File: config.mk
export PLATFORM = sky130hd
export DESIGN_NAME = ectrl_322_flat
export DESIGN_NICKNAME = d
export VERILOG_FILES = /design/src/rtl/ectrl_322_if.sv /design/src/rtl/ectrl_322.sv /design/src/flat_wrapper.sv
export SDC_FILE = /design/constraint.sdc
export NUM_CORES = 1
export LEC_CHECK = 0
export ABC_CLOCK_PERIOD_IN_PS = 1810
export BUFFER_PORTS_ARGS = -buffer_cell sky130_fd_sc_hd__buf_4
export CAP_MARGIN = 20
export CORE_AREA = 2 2 45 68
export DETAILED_ROUTE_END_ITERATION = 7
export DIE_AREA = 0 0 47 70
export SLEW_MARGIN = 20
export SYNTH_ARGS = -nofsm -noshare
export SYNTH_HDL_FRONTEND = slang
export SYNTH_SLANG_ARGS = --single-unit
export TNS_END_PERCENT = 20
File: constraint.sdc
create_clock -name i_clk -period 1.81 [get_ports i_clk]
set_input_delay 0.0905 -clock i_clk [delete_from_list [all_inputs] [get_ports i_clk]]
set_output_delay 0.0905 -clock i_clk [all_outputs]
set_load 0.03 [all_outputs]
File: src/rtl/ectrl_322_if.sv
// ectrl_322_if: control bus between the Viterbi decoder controller and its
// ACS / traceback datapath. Signal prefixes are relative to the controller
// (i_ = into the controller, o_ = out of it).
interface ectrl_322_if #(
    parameter int CNT_W = 7
);
    logic             i_start;
    logic             i_sym_valid;
    logic             o_sym_ready;
    logic [7:0]       i_pm_msb;
    logic             o_ae;
    logic             o_norm;
    logic             o_tb_start;
    logic             i_tb_done;
    logic [CNT_W-1:0] o_stage_cnt;
    logic             o_busy;
    logic             o_frame_done;

    // Datapath / stimulus side
    modport master (
        output i_start, i_sym_valid, i_pm_msb, i_tb_done,
        input  o_sym_ready, o_ae, o_norm, o_tb_start, o_stage_cnt, o_busy, o_frame_done
    );

    // Controller side
    modport slave (
        input  i_start, i_sym_valid, i_pm_msb, i_tb_done,
        output o_sym_ready, o_ae, o_norm, o_tb_start, o_stage_cnt, o_busy, o_frame_done
    );
endinterface

File: src/rtl/ectrl_322.sv
// ectrl_322: frame controller for a Viterbi decoder. Sequences one ACS
// stage per accepted symbol, optionally inserts path-metric normalization
// cycles, then launches traceback and reports end of frame.
// Optional feature macro: ECTRL_322_NORM_EN (normalization when all eight
// path-metric MSBs are set). Without it, norm stays 0 and pm_msb is ignored.
module ectrl_322 #(
    parameter int FRAME_LEN = 64,
    parameter int CNT_W     = 7
) (
    input  logic        i_clk,
    input  logic        i_rst_n,
    ectrl_322_if.slave  bus
);
    typedef enum logic [2:0] {
        S_IDLE, S_RUN, S_ACS, S_NORM, S_TBS, S_TBW, S_DONE
    } state_t;

    localparam logic [CNT_W-1:0] LAST_STAGE = CNT_W'(FRAME_LEN - 1);

    state_t           r_state;
    logic [CNT_W-1:0] r_stage_cnt;
    logic             r_ae;
    logic             r_norm;
    logic             r_tb_start;
    logic             r_frame_done;

    logic             w_norm_req;
    logic             w_hs;

`ifdef ECTRL_322_NORM_EN
    // All metrics past half range: rescale before they can overflow
    assign w_norm_req = &bus.i_pm_msb;
`else
    logic w_pm_unused;
    assign w_pm_unused = ^bus.i_pm_msb;
    assign w_norm_req  = 1'b0;
`endif

    // Normalization takes priority, so the symbol is held off while pending
    assign bus.o_sym_ready = (r_state == S_RUN) & ~w_norm_req;
    assign w_hs            = bus.i_sym_valid & bus.o_sym_ready;

    // Frame sequencer with registered single-cycle strobes
    always_ff @(posedge i_clk or negedge i_rst_n) begin
        if (!i_rst_n) begin
            r_state      <= S_IDLE;
            r_stage_cnt  <= '0;
            r_ae         <= 1'b0;
            r_norm       <= 1'b0;
            r_tb_start   <= 1'b0;
            r_frame_done <= 1'b0;
        end else begin
            r_ae         <= 1'b0;
            r_norm       <= 1'b0;
            r_tb_start   <= 1'b0;
            r_frame_done <= 1'b0;
            case (r_state)
                S_IDLE: begin
                    if (bus.i_start) begin
                        r_state     <= S_RUN;
                        r_stage_cnt <= '0;
                    end
                end
                S_RUN: begin
                    if (w_norm_req) begin
                        r_state <= S_NORM;
                        r_norm  <= 1'b1;
                    end else if (w_hs) begin
                        r_state <= S_ACS;
                        r_ae    <= 1'b1;
                    end
                end
                S_ACS: begin
                    // Count only advances here and stops at FRAME_LEN
                    r_stage_cnt <= r_stage_cnt + 1'b1;
                    if (r_stage_cnt == LAST_STAGE) begin
                        r_state    <= S_TBS;
                        r_tb_start <= 1'b1;
                    end else begin
                        r_state <= S_RUN;
                    end
                end
                S_NORM:  r_state <= S_RUN;
                S_TBS:   r_state <= S_TBW;
                S_TBW: begin
                    if (bus.i_tb_done) begin
                        r_state      <= S_DONE;
                        r_frame_done <= 1'b1;
                    end
                end
                S_DONE:  r_state <= S_IDLE;
                default: r_state <= S_IDLE;
            endcase
        end
    end

    assign bus.o_ae         = r_ae;
    assign bus.o_norm       = r_norm;
    assign bus.o_tb_start   = r_tb_start;
    assign bus.o_frame_done = r_frame_done;
    assign bus.o_stage_cnt  = r_stage_cnt;
    assign bus.o_busy       = (r_state != S_IDLE);
endmodule

File: src/flat_wrapper.sv
// flat-port wrapper written by rule: the top's interface ports become plain ports
module ectrl_322_flat 
#(
    parameter int FRAME_LEN = 64,
    parameter int CNT_W     = 7
)
  (i_clk, i_rst_n, bus_i_start, bus_i_sym_valid, bus_i_pm_msb, bus_i_tb_done, bus_o_sym_ready, bus_o_ae, bus_o_norm, bus_o_tb_start, bus_o_stage_cnt, bus_o_busy, bus_o_frame_done);
  ectrl_322_if #(.CNT_W(CNT_W)) bus_i ();
  input  logic i_clk;
  input  logic i_rst_n;
  input wire logic [$bits(bus_i.i_start)-1:0] bus_i_start;
  input wire logic [$bits(bus_i.i_sym_valid)-1:0] bus_i_sym_valid;
  input wire logic [$bits(bus_i.i_pm_msb)-1:0] bus_i_pm_msb;
  input wire logic [$bits(bus_i.i_tb_done)-1:0] bus_i_tb_done;
  output wire logic [$bits(bus_i.o_sym_ready)-1:0] bus_o_sym_ready;
  output wire logic [$bits(bus_i.o_ae)-1:0] bus_o_ae;
  output wire logic [$bits(bus_i.o_norm)-1:0] bus_o_norm;
  output wire logic [$bits(bus_i.o_tb_start)-1:0] bus_o_tb_start;
  output wire logic [$bits(bus_i.o_stage_cnt)-1:0] bus_o_stage_cnt;
  output wire logic [$bits(bus_i.o_busy)-1:0] bus_o_busy;
  output wire logic [$bits(bus_i.o_frame_done)-1:0] bus_o_frame_done;
  assign bus_i.i_start = bus_i_start;
  assign bus_i.i_sym_valid = bus_i_sym_valid;
  assign bus_i.i_pm_msb = bus_i_pm_msb;
  assign bus_i.i_tb_done = bus_i_tb_done;
  assign bus_o_sym_ready = bus_i.o_sym_ready;
  assign bus_o_ae = bus_i.o_ae;
  assign bus_o_norm = bus_i.o_norm;
  assign bus_o_tb_start = bus_i.o_tb_start;
  assign bus_o_stage_cnt = bus_i.o_stage_cnt;
  assign bus_o_busy = bus_i.o_busy;
  assign bus_o_frame_done = bus_i.o_frame_done;
  ectrl_322 #(.FRAME_LEN(FRAME_LEN), .CNT_W(CNT_W)) u_core (.i_clk(i_clk), .i_rst_n(i_rst_n), .bus(bus_i));
endmodule
==> results of run 1 <==
==> cell type report <==
type                            count  share of cell area (%)
Clock buffer                        4                   5.240
Inverter                            2                  0.8734
Multi-Input combinational cell     45                   35.23
Sequential cell                    13                   37.85
Tap cell                           39                   5.677
Timing Repair Buffer               17                   15.14
==> registers in the layout, summed over array words and instances, names as in the netlist <==
signal and count:
u_core.bus.o_ae 1, u_core.bus.o_frame_done 1, u_core.bus.o_stage_cnt 7, u_core.bus.o_tb_start 1, u_core.r_state 3
==> worst paths after layout <==
path | from | to | slack [ps] | cells past startpoint
hold / removal | bus_i_sym_valid | u_core.bus.o_ae | 60 | 2
setup reg to reg | u_core.bus.o_stage_cnt[0] | u_core.bus.o_stage_cnt[2] | 360 | 4
setup / recovery | u_core.bus.o_stage_cnt[0] | u_core.bus.o_stage_cnt[2] | 360 | 4
max in group asynchronous | i_rst_n | u_core.bus.o_stage_cnt[3] | 1420 | 2
min in group asynchronous | i_rst_n | u_core.r_state[1] | 220 | 2
hold reg to reg | u_core.bus.o_stage_cnt[6] | u_core.bus.o_tb_start | 560 | 1
==> cells in the mapped netlist, drive strengths merged, types with 2 or more instances <==
| cell | count |
|---|---|
| nand3 | 3 |
| a2111oi | 2 |
| or3 | 2 |
| nand2b | 2 |
| inv | 2 |
| nand2 | 3 |
| o21ai | 2 |
| dfrtp | 13 |
| nor3 | 4 |
| nor2 | 4 |
| a41oi | 2 |
| a31oi | 2 |
| buf | 3 |
| a22o | 2 |
==> metrics by stage <==
| stage | instances | power (uW) |
|---|---|---|
| global placement | 115 | 1014 |
| CTS | 120 | 1294 |
| finish | 120 | 1275 |
| floorplan | 64 | 839.1 |
| detailed placement | 115 | 1019 |
| global route | 120 | 1355 |
==> layout by cell type (no fill, tap or decap), types with 2 or more instances in the layout <==
cell type / count
buf_4: 16
dfrtp_1: 13
nor2_1: 4
nor3_1: 4
nand3_1: 3
nand2_1: 3
clkbuf_8: 3
nand2b_1: 2
or3_1: 2
inv_1: 2
a2111oi_0: 2
o21ai_0: 2
a41oi_1: 2
a31oi_1: 2
a22o_1: 2
==> critical path, delay by kind of cell, from the launching register on <==
family	cells	cell delay, ps
AO/OA/AOI/OAI	1	400
adder cells (fa/ha/maj)	1	290
buffers and inverters	1	50
flip-flops	1	440
multiplexers	1	130
==> cell families after synthesis <==
group | after synthesis
muxes | 2
xor gates and xnor gates | 1
buffers and inverters | 6
AOI/OAI and AO/OA | 15
other | 1
adders and majority gates | 1
DFF | 13
and+or+nand+nor | 25
==> per-layer routing <==
layer | global-route usage, % | up-vias | part of all wire (%)
met5 | 0 | - | 0
met4 | 7.716 | 0 | 2.8
met3 | 2.584 | 4 | 7.4
met2 | 14.76 | 20 | 47
met1 | 12.18 | 264 | 42
li1 | - | 268 | -
==> power by group <==
part           switching, uW  internal (uW)  total, uW  leakage, uW
registers                131            362        493     0.000174
clock network            105            156        260    0.0000228
logic                    304            218        522     0.000182
==> out/metrics.csv, run 1 <==
stage;metric;value;unit
drt;ant_nets;0;
power_and_ir_drop;powerDensity;1483;nW/um^2
drt;first_pass_iters;4;
timing;setup_tns;0;ps
floorplanning;fp-row-count;24;
job;maxCapViolCount;0;
final_layout;layout.nets;96;
place;placed_cell_area;804.5;sq um
final_layout;ff_latch_area;325.3;sq um
timing;holdWs;63.93;ps
drt;wire_per_inst;12.23;um
yosys;synth_compound_area_share;17.27;%
yosys;ys_warn_count;0;
clock_network;cts_root_buffer;clkbuf_8;
worst_hold_path;hp-class;primary input to flip-flop;
yosys;synth_top_cells_by_area;dfrtp_1 49%, nor3_1 3.0%, a2111oi_0 2.7%, a22o_1 2.7%, a41oi_1 2.7%;
clock_network;cts_buffers;3;
drt;vias;556;
yosys;syn_area_per_cell;10.30;sq um
clock_network;clk_pin_slew;60;ps
drt;drc;0;
setup_path;slowest_delay;440;ps
run_status;status;finished, final reports clean;
floorplanning;die-area;3290;sq um
timing;hold_viol;0;
setup_path;critPathSlowestCell;dfrtp_1;
clock_network;ctsHoldBuffers;1;
yosys;ys_types;33;
timing;layout_worst_path_cycle_share;79.99;%
place;dp_slack;340.9;ps
final_layout;final_cell_area;859.6;sq um
floorplanning;start_util;23.87;%
final_layout;fillerInstances;307;
final_layout;area_growth;30.36;%
final_layout;postLayoutCoreUtil;31.11;%
clock_network;clk_latency;250;ps
floorplanning;die_h;70;um
power_and_ir_drop;vdd_ir_drop_max;0.5793;mV
yosys;ys_seq_elements;13;
yosys;synth_edf_count;0;
yosys;synth_xor_xnor_area_share;1.328;%
yosys;synth_nets;78;
yosys;synthAdderAreaFrac;1.898;%
power_and_ir_drop;p_leak;0.0003780;uW
setup_path;crit_required;1920;ps
drt;via_per_inst;4.633;
global_route;grt_pass1_vias;519;
yosys;synthCells;64;
setup_path;path_cells;ha_1 -> inv_1 -> a2111oi_0 -> mux2i_1;
timing;rsz0062_at_grt;no;
yosys;syn_area;659.4;sq um
clock_network;cts_max_level;1;
setup_path;cp.arrival;1560;ps
place;numPortBuffers;16;
setup_path;criticalPathCategory;flip-flop to flip-flop;
clock_network;postCtsSetupBuffers;0;
clock_network;cts_resized;0;
drt;routed_wl;1.468;mm
yosys;yosys.area.top_type_share;49.34;%
setup_path;critPathLaunchType;flip-flop;
timing;setup_viol;0;
floorplanning;ioPinCount;26;
yosys;ys_seq_area_share;49.34;%
global_route;antenna_found_initial;0;
clock_network;clock_sinks;13;
place;dp_hpwl;1.028;mm
global_route;grt_max_degree;14;
timing;min_period;1448;ps
timing;clock.fmax;0.6907;GHz
setup_path;worstPathMaxFanout;7;
clock_network;cts_max_path_buffers;2;
setup_path;critPathCaptureType;flip-flop;
global_route;grt_overflow_total;0;
clock_network;cts_tree;yes;
yosys;synthSimpleGateAreaFrac;21.63;%
global_route;globalRouteTotalUtil;10.18;%
drt;drt_iter0_drc;7;
timing;maxSlewViolCount;0;
yosys;synth_top_family_by_area;simple AND/OR/NAND/NOR gates;
yosys;synthMuxAreaShare;3.226;%
timing;fin_ws;362.2;ps
final_layout;antenna-diode-count;0;
final_layout;drive_gt1_share;27.16;%
yosys;async_flop_share;100.0;%
yosys;synth_top_area_cell;dfrtp_1;
floorplanning;dieWidth;47;um
final_layout;multi_input_area;302.8;sq um
floorplanning;core;2763;sq um
place;gp_congestion;0.7378;
global_route;grt_pass1_wl;2.346;mm
timing;skew;4.029;ps
yosys;synth-main-ff-cell;dfrtp_1;
(Power assumes the default switching activity.)
==> run 2, diff against run 1 <==
--- a/config.mk
+++ b/config.mk
@@ -5,7 +5,7 @@
 export SDC_FILE = /design/constraint.sdc
 export NUM_CORES = 1
 export LEC_CHECK = 0
-export ABC_CLOCK_PERIOD_IN_PS = 1810
+export ABC_CLOCK_PERIOD_IN_PS = 1200
 export BUFFER_PORTS_ARGS = -buffer_cell sky130_fd_sc_hd__buf_4
 export CAP_MARGIN = 20
 export CORE_AREA = 2 2 45 68
==> constraint.sdc (replaced) <==
create_clock -name i_clk -period 1.2 [get_ports i_clk]
set_input_delay 0.06 -clock i_clk [delete_from_list [all_inputs] [get_ports i_clk]]
set_output_delay 0.06 -clock i_clk [all_outputs]
set_load 0.03 [all_outputs]
==> run 2 against run 1 <==
  * The run now ends with negative setup slack left
  * Sequential power rose by 46%
  * Worst hold slack got worse by 33 ps
  * Clock-buffer cell count fell by 1
  * Total power rose by 95%
  * Final cell count rose by 20%
  * Die area did not move
  * Sequential share of layout area fell by 8.7 points
  * Flip-flop and latch count did not move
  * Via count rose by 22%
  * First-iteration DRC count rose by 86%
  * Critical endpoint is now bus_o_busy
  * Highest routed layer unchanged
==> out/metrics.csv, run 2 (synthesis gave the netlist of run 1 again) <==
stage;metric;value;unit;change
clock_network;clock_sinks;13;;unchanged
setup_path;critPathSlowestCell;dfrtp_2;;
global_route;grt_util_met2;21.77;%;+7.0 points
final_layout;final_cells;144;;+20%
final_layout;layout.nets;120;;+25%
floorplanning;ioPinCount;26;;unchanged
clock_network;clk_latency;240;ps;about the same
global_route;grt_max_degree;14;;unchanged
setup_path;crit_required;1140;ps;-780 ps
global_route;antenna_found_initial;0;;unchanged
setup_path;rr_worst_depth;3;;-1
timing;hold_viol;0;;unchanged
power_and_ir_drop;swShare;40.81;%;-1.5 points
timing;setup_viol;11;;+11
drt;drc;0;;unchanged
worst_hold_path;hold_path_depth;2;;unchanged
floorplanning;die_h;70;um;unchanged
place;numPortBuffers;16;;unchanged
run_status;status;complete, but fails checks;;
power_and_ir_drop;p_leak;0.0005149;uW;+36%
clock_network;cts_root_buffer;clkbuf_8;;
setup_path;cp_common_cell;buf_6;;
global_route;top_usage_layer;met2;;
timing;fin_ws;-156.2;ps;-518.4 ps
timing;clock.fmax;0.7374;GHz;
timing;layout_worst_path_cycle_share;113.0;%;
place;dp_hpwl;1.298;mm;+26%
setup_path;slowest_delay;430;ps;about the same
power_and_ir_drop;comb_power_share;55.3;%;+14 points
final_layout;area_growth;72.49;%;
final_layout;antenna-diode-count;0;;unchanged
power_and_ir_drop;vdd_ir_drop_max;1.079;mV;+86%
final_layout;largest_reg_flops;7;;unchanged
timing;rsz0062_at_grt;yes;;
floorplanning;core;2763;sq um;unchanged
global_route;grt_pass1_wl;3.105;mm;+32%
setup_path;criticalPathCategory;flip-flop to output pin;;
place;gp_congestion;0.7657;;+3.8%
clock_network;cts_tree;yes;;
setup_path;path_cells;buf_6 -> or3_1 -> buf_6;;
power_and_ir_drop;clockPowerShare;15.8;%;-4.6 points
drt;wire_per_inst;13.72;um;+12%
clock_network;cts_buffers;3;;unchanged
setup_path;cp.arrival;1300;ps;-260 ps
floorplanning;die-area;3290;sq um;unchanged
final_layout;final_cell_mix;34 x buf_4, 8 x dfrtp_1, 6 x buf_6;;
setup_path;worstPathMaxFanout;4;;-3
setup_path;critPathCaptureType;output pin;;
final_layout;final_cell_area;1137;sq um;+32%
timing;setup_tns;-778.3;ps;-778.3 ps
clock_network;cts_max_path_buffers;2;;unchanged
power_and_ir_drop;p_int;1472;uW;+100%
timing;maxSlewViolCount;0;;unchanged
global_route;grt_util_met1;15.15;%;+3.0 points
final_layout;layout_commonest_cell;buf_4;;
drt;via_per_inst;4.694;;+1.3%
global_route;met3_usage;2.584;%;unchanged
setup_path;critPathLaunchType;flip-flop;;
clock_network;clk_pin_slew;60;ps;about the same
run_status;violations;negative setup slack;;
drt;routed_wl;1.976;mm;+35%
power_and_ir_drop;power.switching;1015;uW;+88%
timing;skew;4.884;ps;+0.8558 ps
place;dp_cells;132;;+15%
final_layout;drive_gt1_share;59.05;%;+32 points
place;dp_slack;-152.8;ps;-493.8 ps
floorplanning;start_util;23.87;%;unchanged
final_layout;postLayoutCoreUtil;41.17;%;+10 points
drt;vias;676;;+22%
job;maxCapViolCount;0;;unchanged
place;placed_cell_area;949.7;sq um;+18%
power_and_ir_drop;powerDensity;2187;nW/um^2;+47%
drt;drt_iter0_drc;13;;+6
timing;min_period;1356;ps;
worst_hold_path;hp-class;primary input to flip-flop;;
global_route;globalRouteTotalUtil;13.09;%;+2.9 points
power_and_ir_drop;power_frac_seq;29.0;%;-9.7 points
drt;first_pass_iters;4;;unchanged
drt;ant_nets;0;;unchanged
floorplanning;fp-row-count;24;;unchanged
floorplanning;dieWidth;47;um;unchanged
clock_network;cts_max_level;1;;unchanged
global_route;grt_overflow_total;0;;unchanged
global_route;grt_pass1_vias;676;;+30%
## run 2: changes by cell type in the layout (fill, tap and decap cells not counted), sizes merged
cell / previous run / this run
clkinv: 0 / 1
buf: 16 / 40
clkbuf: 4 / 3
## run 2: power by group through the flow
| stage | combinational [uW] | sequential [uW] | clock, uW |
|---|---|---|---|
| 6_report | 1370 | 720 | 392 |
| 5_1_grt | 1470 | 737 | 422 |
| 4_1_cts | 1240 | 707 | 406 |
| 3_5_place_dp | 1060 | 716 | 0 |
| 3_3_place_gp | 1060 | 712 | 0 |
| 2_1_floorplan | 459 | 846 | 0 |
## run 2: metal layers
metal	share of wire, %	wire, um
met1	38	753
met2	54	1072
met3	5.2	102
met4	2.4	47
met5	0	0
## run 2: layout make-up
class,instances,area (sq um)
Clock buffer,3,41.29
Clock inverter,1,5.005
Fill cell,297,1625
Inverter,2,7.507
Multi-Input combinational cell,45,370.4
Sequential cell,13,331.6
Tap cell,39,48.80
Timing Repair Buffer,41,332.8
## run 2: final timing paths
path | to | start | slack (ps)
max in group asynchronous | u_core.r_state[0] | i_rst_n | 820
hold reg to reg | u_core.bus.o_tb_start | u_core.bus.o_stage_cnt[6] | 600
hold / removal | u_core.bus.o_ae | bus_i_sym_valid | 30
setup reg to reg | u_core.bus.o_stage_cnt[5] | u_core.r_state[0] | -110
min in group asynchronous | u_core.bus.o_frame_done | i_rst_n | 200
setup / recovery | bus_o_busy | u_core.r_state[2] | -160
## run 2: per-stage QoR
step	total power, uW	hold slack, ps
6_report	2487	31.11
5_1_grt	2630	46.98
4_1_cts	2352	27.75
3_5_place_dp	1780	-84.51
3_3_place_gp	1769	-84.69
2_1_floorplan	1305	-235.6
## run 2: critical path: cells and delay by family, from the launching register on
kind,cells,cell delay (ps)
flip-flops,1,430
AND/OR/NAND/NOR,1,350
buffers and inverters,2,270
## run 2: repair_timing
item / in CTS / in global routing
resized for setup: 16 / 7
hold buffers: 1 / 0
cloned: 0 / 0
pin swaps: 2 / 1
buffers inserted: 4 / 3
endpoints found under the hold margin: 13 / 0
endpoints found under the setup margin: 11 / 11
